--- src/rtl/ifetch_queue_if.sv ---
// Fetch-queue bus bundle: EX redirect, instruction-memory request/response, IF-stage head port.
// The master modport is the fetch queue's view; slave is the surrounding pipeline/memory view.
interface ifetch_queue_if;
  logic        PCSrcE;
  logic [31:0] PCTargetE;
  logic        mem_req;
  logic [31:0] mem_addr;
  logic        mem_ack;
  logic [31:0] mem_rdata;
  logic [31:0] InstrF;
  logic [31:0] PCF;
  logic        valid_o;
  logic        ready_i;

  modport master (
    input  PCSrcE, PCTargetE, mem_ack, mem_rdata, ready_i,
    output mem_req, mem_addr, InstrF, PCF, valid_o
  );

  modport slave (
    output PCSrcE, PCTargetE, mem_ack, mem_rdata, ready_i,
    input  mem_req, mem_addr, InstrF, PCF, valid_o
  );
endinterface

--- src/rtl/ifetch_queue.sv ---
// Instruction fetch queue: issues one outstanding word fetch at a time, buffers returned
// instructions in a DEPTH-entry FIFO, and flushes on an EX-stage redirect.
// Optional feature: define IFQ_BYPASS_EN to present a response directly on the head port
// when the queue is empty (saves one cycle of fetch latency).
module ifetch_queue #(
  parameter int unsigned DEPTH    = 4,
  parameter logic [31:0] RESET_PC = 32'h0000_0000
) (
  input logic            CLK,
  input logic            reset,
  ifetch_queue_if.master bus
);

  localparam int unsigned PtrW = $clog2(DEPTH);
  localparam int unsigned CntW = $clog2(DEPTH) + 1;
  localparam logic [CntW-1:0] CntFull = CntW'(DEPTH);

  typedef enum logic [1:0] {StFetch, StWait, StDrain} stateT;

  stateT           stateQ, stateD;
  logic [31:0]     fetchPcQ, fetchPcD;
  logic [CntW-1:0] countQ, countD;
  logic [PtrW-1:0] rdPtrQ, rdPtrD, wrPtrQ, wrPtrD;
  logic [31:0]     pcMem    [DEPTH];
  logic [31:0]     instrMem [DEPTH];

  logic            qEmpty;
  logic            ackInWait;
  logic            takeAck;
  logic            bypass;
  logic            push;
  logic            pop;
  logic            memReq;
  logic [CntW-1:0] postCount;

  assign qEmpty    = (countQ == '0);
  assign ackInWait = (stateQ == StWait) && bus.mem_ack;
  // A response is only kept when no redirect lands in the same cycle.
  assign takeAck   = ackInWait && !bus.PCSrcE;

`ifdef IFQ_BYPASS_EN
  assign bypass = takeAck && qEmpty;
`else
  assign bypass = 1'b0;
`endif

  // A bypassed word consumed by IF this cycle never enters the FIFO.
  assign pop       = !qEmpty && bus.ready_i;
  assign push      = takeAck && !(bypass && bus.ready_i);
  assign postCount = countQ + CntW'(push) - CntW'(pop);

  // Request when idle, or chain straight behind an arriving response, if room remains.
  assign memReq = !reset && ((stateQ == StFetch) || ackInWait) && !bus.PCSrcE &&
                  (postCount < CntFull);

  assign bus.mem_req  = memReq;
  assign bus.mem_addr = ackInWait ? (fetchPcQ + 32'd4) : fetchPcQ;
  assign bus.valid_o  = !qEmpty || bypass;
  assign bus.PCF      = !qEmpty ? pcMem[rdPtrQ]    : (bypass ? fetchPcQ      : 32'h0);
  assign bus.InstrF   = !qEmpty ? instrMem[rdPtrQ] : (bypass ? bus.mem_rdata : 32'h0);

  // Next-state: redirect overrides every push/pop; otherwise track FIFO and request state.
  always_comb begin
    stateD   = stateQ;
    fetchPcD = fetchPcQ;
    countD   = countQ;
    rdPtrD   = rdPtrQ;
    wrPtrD   = wrPtrQ;
    if (bus.PCSrcE) begin
      fetchPcD = {bus.PCTargetE[31:2], 2'b00};
      countD   = '0;
      rdPtrD   = '0;
      wrPtrD   = '0;
      // An unanswered request must still be absorbed before fetching the target.
      if (stateQ != StFetch) begin
        stateD = bus.mem_ack ? StFetch : StDrain;
      end
    end else begin
      countD = postCount;
      if (push) wrPtrD = wrPtrQ + PtrW'(1);
      if (pop) rdPtrD = rdPtrQ + PtrW'(1);
      if (takeAck) fetchPcD = fetchPcQ + 32'd4;
      case (stateQ)
        StFetch: if (memReq) stateD = StWait;
        StWait:  if (bus.mem_ack) stateD = memReq ? StWait : StFetch;
        StDrain: if (bus.mem_ack) stateD = StFetch;
        default: stateD = StFetch;
      endcase
    end
  end

  // Control state register.
  always_ff @(posedge CLK or posedge reset) begin
    if (reset) begin
      stateQ   <= StFetch;
      fetchPcQ <= RESET_PC;
      countQ   <= '0;
      rdPtrQ   <= '0;
      wrPtrQ   <= '0;
    end else begin
      stateQ   <= stateD;
      fetchPcQ <= fetchPcD;
      countQ   <= countD;
      rdPtrQ   <= rdPtrD;
      wrPtrQ   <= wrPtrD;
    end
  end

  // FIFO storage; contents are don't-care while the entry is not counted.
  always_ff @(posedge CLK) begin
    if (push) begin
      pcMem[wrPtrQ]    <= fetchPcQ;
      instrMem[wrPtrQ] <= bus.mem_rdata;
    end
  end

endmodule

--- src/flat_wrapper.sv ---
// flat-port wrapper written by rule: the top's interface ports become plain ports
module ifetch_queue_flat 
#(
  parameter int unsigned DEPTH    = 4,
  parameter logic [31:0] RESET_PC = 32'h0000_0000
)
  (CLK, reset, bus_PCSrcE, bus_PCTargetE, bus_mem_ack, bus_mem_rdata, bus_ready_i, bus_mem_req, bus_mem_addr, bus_InstrF, bus_PCF, bus_valid_o);
  ifetch_queue_if bus_i ();
  input logic CLK;
  input logic reset;
  input wire logic [$bits(bus_i.PCSrcE)-1:0] bus_PCSrcE;
  input wire logic [$bits(bus_i.PCTargetE)-1:0] bus_PCTargetE;
  input wire logic [$bits(bus_i.mem_ack)-1:0] bus_mem_ack;
  input wire logic [$bits(bus_i.mem_rdata)-1:0] bus_mem_rdata;
  input wire logic [$bits(bus_i.ready_i)-1:0] bus_ready_i;
  output wire logic [$bits(bus_i.mem_req)-1:0] bus_mem_req;
  output wire logic [$bits(bus_i.mem_addr)-1:0] bus_mem_addr;
  output wire logic [$bits(bus_i.InstrF)-1:0] bus_InstrF;
  output wire logic [$bits(bus_i.PCF)-1:0] bus_PCF;
  output wire logic [$bits(bus_i.valid_o)-1:0] bus_valid_o;
  assign bus_i.PCSrcE = bus_PCSrcE;
  assign bus_i.PCTargetE = bus_PCTargetE;
  assign bus_i.mem_ack = bus_mem_ack;
  assign bus_i.mem_rdata = bus_mem_rdata;
  assign bus_i.ready_i = bus_ready_i;
  assign bus_mem_req = bus_i.mem_req;
  assign bus_mem_addr = bus_i.mem_addr;
  assign bus_InstrF = bus_i.InstrF;
  assign bus_PCF = bus_i.PCF;
  assign bus_valid_o = bus_i.valid_o;
  ifetch_queue #(.DEPTH(DEPTH), .RESET_PC(RESET_PC)) u_core (.CLK(CLK), .reset(reset), .bus(bus_i));
endmodule
--- config.mk ---
export PLATFORM = sky130hd
export DESIGN_NAME = ifetch_queue_flat
export DESIGN_NICKNAME = d
export VERILOG_FILES = /design/src/rtl/ifetch_queue_if.sv /design/src/rtl/ifetch_queue.sv /design/src/flat_wrapper.sv
export SDC_FILE = /design/constraint.sdc
export NUM_CORES = 1
export LEC_CHECK = 0
export CORE_MARGIN = 2
export CORE_UTILIZATION = 35
export CTS_BUF_LIST = sky130_fd_sc_hd__clkbuf_4
export CTS_CLUSTER_SIZE = 14
export DETAILED_ROUTE_END_ITERATION = 8
export PLACE_DENSITY_LB_ADDON = 0.2
export SLEW_MARGIN = 20
export SYNTH_ARGS = -nofsm -noshare
export SYNTH_HDL_FRONTEND = slang
export SYNTH_SLANG_ARGS = --single-unit
--- constraint.sdc ---
create_clock -name CLK -period 2.65 [get_ports CLK]
set_input_delay 0.53 -clock CLK [delete_from_list [all_inputs] [get_ports CLK]]
set_output_delay 0.53 -clock CLK [all_outputs]
set_load 0.01 [all_outputs]
# Word-level counts from Yosys, hierarchy flattened
# Memories as Yosys holds them, arrays and structs flattened.
# Cells that the tools add are included.
# totals
register_bits	41
mem_bits_rw	256
inputBits	69
mem_count	2
# op_classes
n_addsub	5
n_lt_le_gt_ge	1
eq_ne	6
mux	20
reduce_logical	16
# mem_list
name	depth	width	read_ports	rd_ports_with_merged_regs	write_ports	line	source
u_core.instrMem	4	32	1	0	1	ifetch_queue.sv:25	logic [31:0] instrMem [DEPTH];
u_core.pcMem	4	32	1	0	1	ifetch_queue.sv:24	logic [31:0] pcMem [DEPTH];
# ops
op	n
32-bit 2-to-1 mux	5
32-bit by 3-bit adder with 32-bit output (second input constant)	1
2-bit 2-to-1 mux	10
1-bit logical AND	6
3-bit inequality test (second input constant)	2
2-bit case mux with 3 select lines	1
2-bit nonzero test	3
2-bit by 1-bit adder with 2-bit output (second input constant)	2
4-bit AND reduction	1
3-bit by 1-bit adder with 3-bit output	1
1-bit zero test	3
3-bit zero test	1
3-bit < comparator (second input constant)	1
1-bit 2-to-1 mux	3
3-bit 2-to-1 mux	1
3-bit by 2-bit inequality test with 1-bit output (second input constant)	1
3-bit by 1-bit subtractor with 3-bit output	1
2-bit by 1-bit equality test with 1-bit output (second input constant)	1
2-bit equality test (second input constant)	1
2-bit zero test	1
2-bit by 1-bit inequality test with 1-bit output (second input constant)	1
1-bit logical OR	1

# Depth between registers and ports, before layout
# Gate-level depths: netlist of the first run.
# depth
depth_word	11
depth_mapped	11
ltp_nobuf	10

# Least setup slack after synthesis of the first run
# Ideal clock, no wire load.
# synth_timing
path_type	input to register
start	input bus_mem_ack
end	memory u_core.instrMem[0][0], enable pin
setup_ns	0.427
arrival_time_ns	2.470
t_required_ns	2.223
setup_slack_ns	-0.246
path_stages	3
n_path_buf	0
path_cell_list	nand3b_1 -> nor2_1 -> and2_1
# synth_via
elab_chain_cells	4
# synth_lines
item	line	source
from (decl)	flat_wrapper.sv:13	input wire logic [$bits(bus_i.mem_ack)-1:0] bus_mem_ack;
1-bit logical AND	ifetch_queue.sv:37	assign ackInWait = (stateQ == StWait) && bus.mem_ack;
1-bit logical AND	ifetch_queue.sv:39	assign takeAck = ackInWait && !bus.PCSrcE;
1-bit 2-to-1 mux	ifetch_queue.sv:111	if (push) begin
1-bit 2-to-1 mux (not written as such)	ifetch_queue.sv:113	instrMem[wrPtrQ] <= bus.mem_rdata;
to (decl)	ifetch_queue.sv:25	
# No other way between the ends.

# Worst setup path after layout of the first run
# layout_timing
start	register u_core.countQ[1]
end	output bus_mem_req
# layout_via
elab_chain_cells	6
# layout_lines
item	line	source
from (decl)	ifetch_queue.sv:22	logic [CntW-1:0] countQ, countD;
from (signal assigned)	ifetch_queue.sv:103	countQ <= countD;
parallel branches: the longest is 3 deep, another holds 3-bit by 1-bit adder with 3-bit output	--	
3-bit by 1-bit subtractor with 3-bit output *	ifetch_queue.sv:50	assign postCount = countQ + CntW'(push) - CntW'(pop);
3-bit < comparator *	ifetch_queue.sv:54	(postCount < CntFull);
1-bit logical AND *	ifetch_queue.sv:53	assign memReq = !reset && ((stateQ == StFetch) || ackInWait) && !bus.PCSrcE &&
to (decl)	flat_wrapper.sv:16	output wire logic [$bits(bus_i.mem_req)-1:0] bus_mem_req;
# Mark *: on every way between the ends.

==> results of run 1 <==
-- registers in the layout, indices dropped and copies added (netlist names) --
| name | count |
|---|---|
| u_core.instrMem | 128 |
| u_core.pcMem | 120 |
| u_core.fetchPcQ | 30 |
| u_core.countQ | 3 |
| u_core.rdPtrQ | 2 |
| u_core.stateQ | 2 |
| u_core.wrPtrQ | 2 |
-- where the power goes --
part           leakage (nW)  internal (mW)  switching [mW]
Sequential             2.69           5.14          0.0910
Clock                 0.566           2.07            1.70
Combinational          3.01           3.33            2.45
Total                  6.27           10.5            4.24
-- routing by layer --
layer  track usage, %  vias up  share of wire (%)
met1             23.8     3747                 45
met3             4.34       35                6.4
met5                0        -                  0
li1                 -     3392                  -
met4             4.54        0                1.0
met2             27.6      242                 48
-- final timing paths --
check / startpoint / endpoint / slack, ns / cells after the start
hold reg to reg: u_core.wrPtrQ[1]$_DFFE_PP0N_ / u_core.wrPtrQ[1]$_DFFE_PP0N_ / 0.59 / 2
min in group CLK: bus_PCTargetE[17] / u_core.fetchPcQ[17]$_DFFE_PP0N_ / 0.46 / 3
hold / removal: reset / u_core.fetchPcQ[5]$_DFFE_PP0N_ / 0.28 / 3
setup / recovery: u_core.countQ[1]$_DFF_PP0_ / bus_mem_req / -0.67 / 10
max in group asynchronous: reset / u_core.fetchPcQ[30]$_DFFE_PP0N_ / 2.10 / 3
setup reg to reg: u_core.countQ[1]$_DFF_PP0_ / u_core.stateQ[0]$_DFFE_PP0P_ / 0.25 / 10
-- synth_stat cells, types with 4 or more instances --
cell / instances
ha_1: 7
a31oi_1: 14
xor2_1: 6
or4_1: 11
nand3_1: 8
nand2_1: 26
and3_1: 6
inv_1: 10
a221o_1: 4
o31ai_1: 12
buf_4: 5
nand4_1: 10
xnor2_1: 15
mux4_2: 62
clkbuf_1: 21
and4_1: 7
nor2_1: 26
and2_1: 73
dfrtp_1: 39
mux2_2: 13
buf_2: 7
edfxtp_1: 248
-- timing repair --
action | in CTS | in global routing
setup endpoints to repair | 94 | 93
gates resized for setup | 543 | 99
pin swaps | 38 | 29
setup buffers | 49 | 17
cloned | 6 | 0
-- worst register-to-register path: cells and delay by family, from the launching register on --
family        cells  cell delay [ns]
simple gates      4             1.00
fa+ha+maj         3             0.67
flops             1             0.38
xor+xnor          1             0.15
buf+inv           2             0.09
-- cell type report --
cell class / instances / area [um2]
fillers: 2847 / 16400
clock buffers: 116 / 871
diodes: 2 / 5.00
well taps: 448 / 561
repair buffers: 319 / 3190
flip-flops and latches: 287 / 8430
multi-input cells: 335 / 3960
inverters: 10 / 37.5
clock inverters: 10 / 68.8
-- through the flow --
step / cells / TNS (ns)
after floorplan: 668 / -0.0505
after global placement: 1338 / -13.43
after detailed placement: 1338 / -14.01
after CTS: 1518 / -23.37
after global routing: 1526 / -24.79
final: 1527 / -15.12
-- cell families (layout without fill, tap and decap cells) --
kind of cell | after synthesis | after routing | synth area share [%]
simple gates | 192 | 192 | 9.71
compound gates | 33 | 33 | 2.02
xor+xnor | 21 | 21 | 1.55
fa+ha+maj | 8 | 8 | 0.904
mux | 77 | 77 | 13.1
flops | 287 | 287 | 70.8
buf+inv | 46 | 455 | 1.87
other cells | 1 | 6 | 0.0315
==> impl_metrics.ini, run 1 <==
[clock_network]
cts_inserted_buffers = 78
clk_path_buf_depth = 3
clockRootBuffer = clkbuf_4
clk_pin_slew_ns = 0.06
cts_tree = built
h-tree-depth = 3
clkSinkCount = 287
holdBufCountCts = 0
clk_latency_ns = 0.67

[sta]
slew_violations = 0
finClkSkew_ns = 0.0427
setup_violations = 86
finalCritPeriodShare_pct = 125
whs_ns = 0.279
worst_slack_ns = -0.672
tightest_slew_ns = 0.786
min_period_ns = 3.32
max_freq_mhz = 301
hold_viol = 0
grt_setup_unrepaired = yes
slew_headroom_pct = 47.6

[yosys]
yosysWarningCount = 0
synth.area.top_cells = edfxtp_1, mux4_2, dfrtp_1, and2_1, mux2_2
yosysSeqAreaShare_pct = 70.8
synth-edff-count = 248
synth_seq_cells = 287
synth_flop_cell = edfxtp_1
yosysTopAreaCell = edfxtp_1
synth.distinct_cells = 43
async_flop_share_pct = 13.6
yosysTopAreaCellShare_pct = 62.6
syn_area_per_cell_um2 = 17.9
netlist_instances = 665
synth_area_um2 = 11900

[power]
leakagePower_nw = 6.27
ir_drop_mv = 0.601
power_mw = 14.8
power.density_nw_per_um2 = 863

[floorplan]
core.rowCount = 67
initial_core_util_pct = 35.5
core_um2 = 33500
die_area_um2 = 35500
die_w_um = 188
die_h_um = 188
ios = 167

[critical_path]
end_kind = primary output
path_class = reg -> out
cp.buffers_inverters = 3
path_max_fanout = 2
arrival_ns = 2.79
path_cells = or3_4, and2_4, ha_4, inv_2, ha_4, inv_2, fa_2, xnor2_2, and3_4, buf_6
worstPathRequired_ns = 2.12
start_kind = register
cp_top_family = simple AND/OR/NAND/NOR gates
max_stage_delay_ns = 0.38
crit_slowest_cell = dfrtp_1

[drt]
drc = 0
wirelength_um = 30500
vias_per_cell = 4.86
via_count = 7416
routedWlPerCell_um = 20.0
drtIter0Drc = 349
drt_pre_antenna_iters = 6
ant_nets = 0

[cells_and_area]
area_delta_synth_final_pct = 43.9
postLayoutCoreUtil_pct = 51.1
layout_commonest_cell = edfxtp_1
fin_area_um2 = 17100
final_nets = 1108
final_cell_mix = edfxtp_1, clkbuf_4, buf_4
drive_above_1_share_pct = 54.4

[global_routing]
gr-total-overflow = 0
grt_pass1_vias = 8018
grt_pass1_wl_um = 46500
gr-usage-all-layers_pct = 17.3
antenna_found_initial = 2
grt_max_degree = 65

[run_status]
status = finished with violations
violations = setup timing

[place]
placed_area_um2 = 14900
routabilityCongestion = 0.772
io_buffers = 160
dp_hpwl_um = 18300
place_ws_ns = -0.786

[hold_path]
worstHoldPathType = in -> async

[job]
drv_cap = 0
(Power assumes the default switching activity.)
==> run 2, diff against run 1 <==
Settings changed: CTS_CLUSTER_DIAMETER set to 150.
Clock period 2.65 ns to 3.8 ns, I/O delays scaled along.
==> run 2 against run 1 <==
The run now ends clean. Sequential share of layout area increased by 7.9 points. Cell count decreased by 13%. Register-to-register slack improved by 1.1 ns. Clock power decreased by 61%. Critical path depth fell by 3. Flip-flop and latch count unchanged. Total power shrank 44%. Combinational power decreased by 47%. Die area did not move. Largest cell class unchanged.
==> impl_metrics.ini, run 2 (synthesis results as in run 1) <==
[global_routing]
grt_pass1_vias = 6930
antenna_found_initial = 3
grt_max_degree = 65
gr-usage-all-layers_pct = 15.4
gr-total-overflow = 0
grt_pass1_wl_um = 41900

[cells_and_area]
final_nets = 931
multi_input_area_um2 = 3400
regMostFlops = u_core.instrMem
n_fill_cell = 3009
largest_reg_flops = 128
area_delta_synth_final_pct = 24.3
drive_above_1_share_pct = 24.3
reg_top3 = u_core.instrMem: 128 flops, u_core.pcMem: 120 flops, u_core.fetchPcQ: 30 flops
final_cell_mix = edfxtp_1, clkdlybuf4s50_1, and2_1
regArea_um2 = 8450
postLayoutCoreUtil_pct = 44.1
layout_commonest_cell = edfxtp_1

[sta]
finClkSkew_ns = 0.0437
hold_viol = 0
whs_ns = 0.395
setup_violations = 0
slew_headroom_pct = 54.1
fin_tns_setup_ns = 0
slew_violations = 0
min_period_ns = 3.77
tightest_slew_ns = 0.689
grt_setup_unrepaired = yes
max_freq_mhz = 265
finalCritPeriodShare_pct = 99.3

[floorplan]
ios = 167
core.rowCount = 67
die_h_um = 188
die_area_um2 = 35500
core_um2 = 33500
die_w_um = 188
initial_core_util_pct = 35.5

[drt]
routedWlPerCell_um = 20.5
drc = 0
via_count = 6551
vias_per_cell = 4.96
drt_pre_antenna_iters = 5
ant_nets = 0
wirelength_um = 27200
drtIter0Drc = 343

[critical_path]
ff2ff_setup_slack_ns = 1.31
max_stage_delay_ns = 0.54
crit_slowest_cell = clkdlybuf4s50_1
end_kind = primary output
path_class = in -> out
arrival_ns = 3.01
start_kind = primary input
worstPathRequired_ns = 3.04
crit_top_cell = clkdlybuf4s50_1
path_cells = clkdlybuf4s50_1, buf_4, and4b_4, nand4_4, or4_1, nand2_1, clkdlybuf4s50_1
cp_top_family = buffers and inverters
path_max_fanout = 7
cp.buffers_inverters = 3

[place]
io_buffers = 160
dp_hpwl_um = 16900
routabilityCongestion = 0.807

[power]
seq_power_share_pct = 45.4
clkPwrFrac_pct = 17.8
ir_drop_mv = 0.417
p_int_mw = 5.80
power.share.switching_pct = 29.6
p_comb_share_pct = 36.8
leakagePower_nw = 4.83
power.density_nw_per_um2 = 557
power_mw = 8.24
switching_power_mw = 2.44

[clock_network]
cts_tree = built
clk_latency_ns = 0.68
h-tree-depth = 1
clockRootBuffer = clkbuf_4
clkSinkCount = 287
holdBufCountCts = 0
cts_inserted_buffers = 24
clk_path_buf_depth = 3
clk_pin_slew_ns = 0.15

[hold_path]
worstHoldPathType = in -> async

[run_status]
status = finished clean

[job]
drv_cap = 0
==> run 2: changes by cell type in the layout (fill, tap and decap cells not counted), moves of 10 or more <==
cell | before | now
clkdlybuf4s50_1 | 67 | 151
and2_1 | 22 | 67
buf_4 | 98 | 27
dfrtp_1 | 36 | 17
buf_6 | 85 | 1
buf_12 | 25 | 8
o31ai_1 | 1 | 11
nand2_1 | 11 | 26
dfrtp_2 | 2 | 21
clkbuf_4 | 116 | 43
xnor2_1 | 3 | 13
and2_4 | 50 | 5
nand2_2 | 10 | 0
buf_2 | 36 | 0
==> run 2: worst paths after layout <==
check | from | endpoint | cells after the start
max in group asynchronous | reset | u_core.fetchPcQ[7]$_DFFE_PP0N_ | 3
max reg2reg | u_core.countQ[1]$_DFF_PP0_ | u_core.stateQ[0]$_DFFE_PP0P_ | 10
min | reset | u_core.countQ[1]$_DFF_PP0_ | 2
min reg2reg | u_core.fetchPcQ[3]$_DFFE_PP0N_ | u_core.pcMem[2][3]$_DFFE_PP_ | 0
max | bus_mem_ack | bus_mem_addr[29] | 7
min in group CLK | u_core.fetchPcQ[3]$_DFFE_PP0N_ | u_core.pcMem[2][3]$_DFFE_PP_ | 0
==> run 2: stage by stage <==
| step | instances | instance area (um2) | setup slack [ns] |
|---|---|---|---|
| after floorplan | 668 | 11900 | 0.674 |
| after global placement | 1266 | 14200 | -0.230 |
| after detailed placement | 1266 | 14200 | -0.194 |
| after CTS | 1313 | 14600 | -0.120 |
| after global routing | 1322 | 14800 | -0.0878 |
| final | 1322 | 14800 | 0.0281 |
==> run 2: repair_timing <==
item,in CTS,in global routing
pin swaps,2,9
resized for setup,34,24
setup endpoints to repair,60,28
buffers inserted,3,7
hold endpoints to repair,0,0
==> run 2: area by class of cell <==
class | instances | share of cell area [%]
Sequential cell | 287 | 57.1
Clock buffer | 43 | 2.18
Timing Repair Buffer | 196 | 13.6
Clock inverter | 1 | 0.0592
Antenna cell | 2 | 0.0338
Tap cell | 448 | 3.79
Inverter | 10 | 0.254
Multi-Input combinational cell | 335 | 23.0
==> run 2: per-layer routing <==
layer | GRT usage (%) | wire length, um | vias to the layer above
li1 | - | - | 3008
met1 | 21.8 | 12600 | 3344
met2 | 25.2 | 12800 | 176
met3 | 2.94 | 1470 | 23
met4 | 2.58 | 320 | 0
met5 | 0 | 0 | -
==> run 2: power by group through the flow <==
| stage | Sequential, mW | Combinational (mW) | Clock [mW] |
|---|---|---|---|
| floorplan | 3.73 | 1.52 | 0 |
| global placement | 3.86 | 2.87 | 0 |
| detailed placement | 3.87 | 2.87 | 0 |
| CTS | 3.77 | 2.99 | 1.54 |
| global route | 3.76 | 3.31 | 1.66 |
| finish | 3.74 | 3.04 | 1.47 |
==> run 2: worst reg2reg max path: stages, from the launching register on <==
cell	delay [ns]
dfrtp_1	0.42
or3_4	0.39
and2_4	0.16
ha_4	0.21
inv_2	0.06
ha_4	0.13
inv_2	0.04
fa_2	0.39
xnor2_2	0.16
and3_4	0.16
or2_2	0.29
